<file path="src/rtl/firing_dispatch_ctrl_pkg.sv">
// Shared definitions for the firing dispatch controller.
//   state_t       : dispatch FSM state encoding
//   STATUS_*      : status codes the controller generates itself
//                   (a mode's own status word is passed through unchanged)
//   *_LSB / *_W   : bit positions of the command word fields
package firing_dispatch_ctrl_pkg;

    typedef enum logic [2:0] {
        ST_IDLE,
        ST_FETCH,
        ST_DECODE,
        ST_START,
        ST_WAIT,
        ST_OUTPUT,
        ST_DONE
    } state_t;

    localparam int STATUS_BAD_OPC = 1;
    localparam int STATUS_TIMEOUT = 2;

    // Command word: opcode = [15:8], arg1 = [7:5], arg2 = [4:0].
    localparam int OPC_LSB  = 8;
    localparam int ARG1_LSB = 5;
    localparam int ARG1_W   = 3;
    localparam int ARG2_LSB = 0;
    localparam int ARG2_W   = 5;

    // Width of an index into n items, never narrower than one bit.
    function automatic int idx_width(input int n);
        return (n > 1) ? $clog2(n) : 1;
    endfunction

endpackage

</file>
<file path="src/rtl/fire_watchdog.sv">
// WAIT-cycle watchdog for the firing dispatch controller.
//   clk, rst   : clock, asynchronous active-high reset
//   clear_i    : synchronous clear of the count (wins over enable_i)
//   enable_i   : count one cycle
//   expired_o  : count has reached TIMEOUT-1
module fire_watchdog #(
    parameter int TIMEOUT = 1024
) (
    input  logic clk,
    input  logic rst,
    input  logic clear_i,
    input  logic enable_i,
    output logic expired_o
);

    localparam int CNT_W = (TIMEOUT > 1) ? $clog2(TIMEOUT) : 1;

    logic [CNT_W-1:0] cnt_q;

    always_ff @(posedge clk or posedge rst) begin
        if (rst) begin
            cnt_q <= '0;
        end else if (clear_i) begin
            cnt_q <= '0;
        end else if (enable_i) begin
            cnt_q <= cnt_q + CNT_W'(1);
        end
    end

    assign expired_o = (cnt_q == CNT_W'(TIMEOUT - 1));

endmodule

</file>
<file path="src/rtl/firing_dispatch_ctrl.sv">
// Firing dispatch controller: fetches one command word, decodes it, starts
// the selected mode sub-FSM and forwards its tokens to the output FIFO.
//   clk, rst        : clock, asynchronous active-high reset
//   start_fire      : firing request; done_fire pulses when the firing ends
//   cmd_empty/rd_en : command FIFO; cmd_in is valid the cycle after cmd_rd_en
//   mode_*          : one-hot start pulse out, per-mode done/token/result/status in
//   arg1, arg2      : decoded arguments, held for the whole firing
//   out_full/wr_en  : output FIFO; result_out and status_out written together
//
// Strobe semantics: cmd_rd_en, mode_start, out_wr_en and done_fire are
// single-cycle registered pulses, one per event. out_full is sampled while in
// OUTPUT; the write pulse appears the cycle after out_full was seen low, and
// result_out/status_out stay stable from entry to OUTPUT through that pulse.
module firing_dispatch_ctrl
    import firing_dispatch_ctrl_pkg::*;
#(
    parameter int WORD_SIZE = 16,
    parameter int N_MODES   = 4,
    parameter int OPC_W     = 8,
    parameter int TIMEOUT   = 1024
) (
    input  logic                           clk,
    input  logic                           rst,
    input  logic                           start_fire,
    output logic                           done_fire,
    input  logic                           cmd_empty,
    output logic                           cmd_rd_en,
    input  logic [WORD_SIZE-1:0]           cmd_in,
    output logic [N_MODES-1:0]             mode_start,
    input  logic [N_MODES-1:0]             mode_done,
    input  logic [N_MODES-1:0]             mode_tok_valid,
    input  logic [N_MODES*WORD_SIZE-1:0]   mode_result,
    input  logic [N_MODES*WORD_SIZE-1:0]   mode_status,
    output logic [ARG1_W-1:0]              arg1,
    output logic [ARG2_W-1:0]              arg2,
    input  logic                           out_full,
    output logic                           out_wr_en,
    output logic [WORD_SIZE-1:0]           result_out,
    output logic [WORD_SIZE-1:0]           status_out
);

    localparam int IDX_W = idx_width(N_MODES);

    state_t                 state_q;
    logic [IDX_W-1:0]       sel_q;
    logic                   final_q;
    logic                   done_fire_q;
    logic                   cmd_rd_en_q;
    logic [N_MODES-1:0]     mode_start_q;
    logic [ARG1_W-1:0]      arg1_q;
    logic [ARG2_W-1:0]      arg2_q;
    logic                   out_wr_en_q;
    logic [WORD_SIZE-1:0]   result_q;
    logic [WORD_SIZE-1:0]   status_q;

    // Decode view of the command word (meaningful only in DECODE).
    logic [OPC_W-1:0]       dec_opc;
    logic [IDX_W-1:0]       dec_sel;
    logic                   dec_opc_ok;

    assign dec_opc    = cmd_in[OPC_LSB +: OPC_W];
    assign dec_sel    = dec_opc[IDX_W-1:0];
    assign dec_opc_ok = (32'(dec_opc) < 32'(N_MODES));

    // Only the selected mode's inputs are looked at; others are ignored.
    logic                   sel_done;
    logic                   sel_tok;
    logic [WORD_SIZE-1:0]   sel_result;
    logic [WORD_SIZE-1:0]   sel_status;

    always_comb begin
        sel_done   = 1'b0;
        sel_tok    = 1'b0;
        sel_result = '0;
        sel_status = '0;
        for (int m = 0; m < N_MODES; m++) begin
            if (IDX_W'(m) == sel_q) begin
                sel_done   = mode_done[m];
                sel_tok    = mode_tok_valid[m];
                sel_result = mode_result[m*WORD_SIZE +: WORD_SIZE];
                sel_status = mode_status[m*WORD_SIZE +: WORD_SIZE];
            end
        end
    end

    // Watchdog counts WAIT cycles; it is restarted when a mode is started and
    // again when an intermediate token has been written and WAIT resumes.
    logic wd_clear;
    logic wd_enable;
    logic wd_expired;

    assign wd_clear  = (state_q == ST_START) ||
                       ((state_q == ST_OUTPUT) && !out_full && !final_q);
    assign wd_enable = (state_q == ST_WAIT);

    fire_watchdog #(
        .TIMEOUT (TIMEOUT)
    ) u_watchdog (
        .clk       (clk),
        .rst       (rst),
        .clear_i   (wd_clear),
        .enable_i  (wd_enable),
        .expired_o (wd_expired)
    );

    always_ff @(posedge clk or posedge rst) begin
        if (rst) begin
            state_q      <= ST_IDLE;
            sel_q        <= '0;
            final_q      <= 1'b0;
            done_fire_q  <= 1'b0;
            cmd_rd_en_q  <= 1'b0;
            mode_start_q <= '0;
            arg1_q       <= '0;
            arg2_q       <= '0;
            out_wr_en_q  <= 1'b0;
            result_q     <= '0;
            status_q     <= '0;
        end else begin
            // Pulse outputs default low; states below raise them for one cycle.
            done_fire_q  <= 1'b0;
            cmd_rd_en_q  <= 1'b0;
            mode_start_q <= '0;
            out_wr_en_q  <= 1'b0;

            case (state_q)
                ST_IDLE: begin
                    if (start_fire && !cmd_empty) begin
                        cmd_rd_en_q <= 1'b1;
                        state_q     <= ST_FETCH;
                    end
                end

                ST_FETCH: begin
                    state_q <= ST_DECODE;
                end

                ST_DECODE: begin
                    arg1_q <= cmd_in[ARG1_LSB +: ARG1_W];
                    arg2_q <= cmd_in[ARG2_LSB +: ARG2_W];
                    sel_q  <= dec_sel;
                    if (dec_opc_ok) begin
                        mode_start_q <= N_MODES'(1) << dec_sel;
                        state_q      <= ST_START;
                    end else begin
                        result_q <= '0;
                        status_q <= WORD_SIZE'(STATUS_BAD_OPC);
                        final_q  <= 1'b1;
                        state_q  <= ST_OUTPUT;
                    end
                end

                ST_START: begin
                    state_q <= ST_WAIT;
                end

                ST_WAIT: begin
                    // Done outranks a simultaneous token: one write, then finish.
                    if (sel_done) begin
                        result_q <= sel_result;
                        status_q <= sel_status;
                        final_q  <= 1'b1;
                        state_q  <= ST_OUTPUT;
                    end else if (sel_tok) begin
                        result_q <= sel_result;
                        status_q <= sel_status;
                        final_q  <= 1'b0;
                        state_q  <= ST_OUTPUT;
                    end else if (wd_expired) begin
                        result_q <= '0;
                        status_q <= WORD_SIZE'(STATUS_TIMEOUT);
                        final_q  <= 1'b1;
                        state_q  <= ST_OUTPUT;
                    end
                end

                ST_OUTPUT: begin
                    if (!out_full) begin
                        out_wr_en_q <= 1'b1;
                        if (final_q) begin
                            done_fire_q <= 1'b1;
                            state_q     <= ST_DONE;
                        end else begin
                            state_q     <= ST_WAIT;
                        end
                    end
                end

                ST_DONE: begin
                    state_q <= ST_IDLE;
                end

                default: begin
                    state_q <= ST_IDLE;
                end
            endcase
        end
    end

    assign done_fire  = done_fire_q;
    assign cmd_rd_en  = cmd_rd_en_q;
    assign mode_start = mode_start_q;
    assign arg1       = arg1_q;
    assign arg2       = arg2_q;
    assign out_wr_en  = out_wr_en_q;
    assign result_out = result_q;
    assign status_out = status_q;

endmodule

</file>
<file path="config.mk">
export PLATFORM = sky130hd
export DESIGN_NAME = firing_dispatch_ctrl
export DESIGN_NICKNAME = d
export VERILOG_FILES = /design/src/rtl/firing_dispatch_ctrl_pkg.sv /design/src/rtl/fire_watchdog.sv /design/src/rtl/firing_dispatch_ctrl.sv
export SDC_FILE = /design/constraint.sdc
export NUM_CORES = 1
export LEC_CHECK = 0
export ABC_CLOCK_PERIOD_IN_PS = 2250
export CORE_AREA = 2 2 97 99
export DETAILED_ROUTE_END_ITERATION = 8
export DIE_AREA = 0 0 99 101
export GPL_TIMING_DRIVEN = 0
export PLACE_DENSITY = 0.88
export SYNTH_ARGS = -nofsm -noshare
export SYNTH_HDL_FRONTEND = slang
export SYNTH_SLANG_ARGS = --single-unit
</file>
<file path="constraint.sdc">
create_clock -name clk -period 2.25 [get_ports clk]
set_input_delay 0.45 -clock clk [delete_from_list [all_inputs] [get_ports clk]]
set_output_delay 0.45 -clock clk [all_outputs]
set_load 0.01 [all_outputs]
</file>
==> results.json <==
{
  "post_cts_resized": 0,
  "skew_ns": 0.0124,
  "slew_viol_final": 0,
  "die_h_um": 101,
  "insertion_delay_ns": 0.34,
  "grt_overflow": 0,
  "synth_top_family_by_area": "multiplexers",
  "fin_nets": 616,
  "syn_inst": 243,
  "drc": 0,
  "synthAdderAreaFrac_pct": 0.374,
  "dr_total_vias": 3014,
  "ys.flop_type": "dfrtp_1",
  "synth_nets": 401,
  "coreArea_um2": 8980,
  "max_freq_ghz": 0.476,
  "synth.largest_area_cell": "dfrtp_1",
  "dieWidth_um": 99,
  "outcome": "complete, no violations",
  "std_cell_rows": 35,
  "grt_start_max_net_pins": 44,
  "period_minus_slack_ns": 2.10,
  "ys_warn_count": 0,
  "critPathLaunchType": "register",
  "cts.clk_slew.worst_paths_ns": 0.07,
  "cts_setup_buffers": 0,
  "drt_iter0_drc": 82,
  "worst_ep_arrival_time_ns": 2.32,
  "ys_seq_area_share_pct": 47.1,
  "synth_top_area_share_pct": 47.1,
  "period_share_pct": 93.3,
  "synth_area_leaders": "dfrtp_1 47%, mux4_2 23%, a22o_1 7.8%, mux2_1 3.7%, nor2_1 2.2%",
  "ys_seq_elements": 63,
  "setup_tns_ns": 0,
  "hold_buffers": 0,
  "leakage_nw": 2.34,
  "final_util_pct": 64.4,
  "drive_gt1_share_pct": 13.4,
  "start_util_pct": 37.3,
  "die-area_um2": 10000,
  "worst_slew_pin_slew_ns": 0.760,
  "total_power_w": 0.00644,
  "rsz0062_at_grt": "no",
  "synthesis.area_um2": 3350,
  "slew_headroom_pct": 49.3,
  "synthMuxAreaShare_pct": 27.2,
  "preCtsSetupSlack_ns": -0.124,
  "end_kind": "register",
  "async_flop_share_pct": 100,
  "synth-compound-area-share_pct": 10.9,
  "powerDensity_nw_per_um2": 1110,
  "peakVddDrop_mv": 0.495,
  "wl_per_cell_um": 17.9,
  "critPathKind": "register to register",
  "synth-simple-area-share_pct": 8.93,
  "viasPerCell": 5.25,
  "grt_antenna_before_repair": 0,
  "htreeDepth": 3,
  "gp_congestion": 0.782,
  "grt_pass1_vias": 3291,
  "max-clock-path-buffers": 2,
  "hold_violations": 0,
  "tritoncts": "done",
  "hp-class": "input pin to asynchronous set/reset pin",
  "port_buffers": 203,
  "grt_use_total_pct": 21.1,
  "synth.distinct_cells": 41,
  "final_antenna_net_count": 0,
  "numCtsBuffers": 9,
  "clock_sinks": 63,
  "ioPinCount": 204,
  "synth-edff-count": 0,
  "synthXorXnorAreaFrac_pct": 2.09,
  "syn_to_final_growth_pct": 72.7,
  "cts_root_buffer": "clkbuf_8",
  "path_max_fanout": 8,
  "maxCapViolations": 0,
  "synthTopCellsByCount": "63 x dfrtp_1, 34 x mux4_2, 30 x a22o_1, 20 x nor2_1, 11 x mux2_1",
  "dp_hpwl_mm": 8.39,
  "fin_ws_ns": 0.151,
  "n_antenna_cell": 0,
  "grt_pass1_wl_mm": 16.3,
  "crit_required_ns": 2.47,
  "setup_viol": 0,
  "synth.most_common_cell": "dfrtp_1",
  "wirelength_mm": 10.3,
  "synth.avg_cell_area_um2": 13.8,
  "first_pass_iters": 4
}
-- sequential cells by signal, indices dropped and copies added (netlist names) --
| register | cells |
|---|---|
| u_watchdog.cnt_q | 10 |
| done_fire | 1 |
| arg1 | 3 |
| arg2 | 5 |
| result_out | 16 |
| cmd_rd_en | 1 |
| out_wr_en | 1 |
| state_q | 3 |
| final_q | 1 |
| mode_start | 4 |
| status_out | 16 |
| sel_q | 2 |
-- logic make-up (layout without fill, tap and decap cells) --
logic type / Yosys count / count (layout)
flip-flops: 63 / 63
buffers and inverters: 23 / 243
AO/OA/AOI/OAI: 45 / 45
multiplexers: 47 / 47
AND/OR/NAND/NOR: 56 / 56
XOR/XNOR: 8 / 8
adder cells (fa/ha/maj): 1 / 1
-- metrics by stage --
| step | std cells | hold WS [ns] | cell area, um^2 |
|---|---|---|---|
| 3_3_place_gp | 557 | 0.471 | 5520 |
| 5_1_grt | 574 | 0.509 | 5790 |
| 3_5_place_dp | 558 | 0.480 | 5540 |
| 6_report | 574 | 0.449 | 5790 |
| 4_1_cts | 574 | 0.458 | 5790 |
| 2_1_floorplan | 243 | 0.496 | 3350 |
-- report_power, final --
part / total, W / internal (W) / leakage, nW / switching (W)
clock network: 0.00121 / 0.000737 / 0.112 / 0.000470
registers: 0.00188 / 0.00159 / 0.803 / 0.000290
logic: 0.00336 / 0.00194 / 1.42 / 0.00142
total: 0.00644 / 0.00426 / 2.34 / 0.00218
-- layout by cell type, fill, tap and decap left out, types with 2 or more instances in the layout --
cell / n
buf_6: 3
mux2_1: 11
nand4_1: 3
inv_1: 4
mux2i_1: 2
clkinvlp_4: 3
a22o_1: 30
clkbuf_1: 10
bufinv_16: 3
buf_2: 3
dfrtp_1: 63
o21ai_0: 4
nand2b_1: 3
nand3_1: 4
nor3b_1: 2
clkdlybuf4s50_1: 203
a221oi_1: 2
mux4_2: 34
nand2_1: 6
nor2_1: 20
a21oi_1: 3
and4_1: 2
or3_1: 2
and3_1: 2
and2_1: 4
xor2_1: 7
clkbuf_8: 9
-- metal layers --
layer | GRT usage, % | vias up | wire length (um)
met1 | 24.1 | 1482 | 3800
met4 | 10.4 | 0 | 310
met3 | 4.02 | 22 | 526
li1 | - | 1382 | -
met2 | 38.0 | 128 | 5630
met5 | 0 | - | 0
-- worst max-delay path, cell delays in order (launching register included) --
cell	delay, ns
dfrtp_1	0.33
buf_4	0.19
mux4_2	0.57
nor2_2	0.22
a221o_2	0.33
mux2_1	0.35
-- layout make-up --
class,count,area (um^2)
Multi-Input combinational cell,157,1660
Clock buffer,9,124
Buffer,18,98.8
Fill cell,656,3190
Clock inverter,7,121
Inverter,5,18.8
Tap cell,111,139
Sequential cell,63,1580
Timing Repair Buffer,204,2050
-- worst paths after layout --
kind	start	to	slack, ns	cells past startpoint
setup / recovery	sel_q[0]	status_out[0]	0.15	5
hold / removal	rst	result_out[15]	0.45	2
setup reg to reg	sel_q[0]	status_out[0]	0.15	5
hold reg to reg	arg1[2]	arg1[2]	0.49	1
max in group asynchronous	rst	status_out[3]	1.22	3
min in group clk	arg1[2]	arg1[2]	0.49	1
No activity file was read; power rests on OpenSTA's default activity.
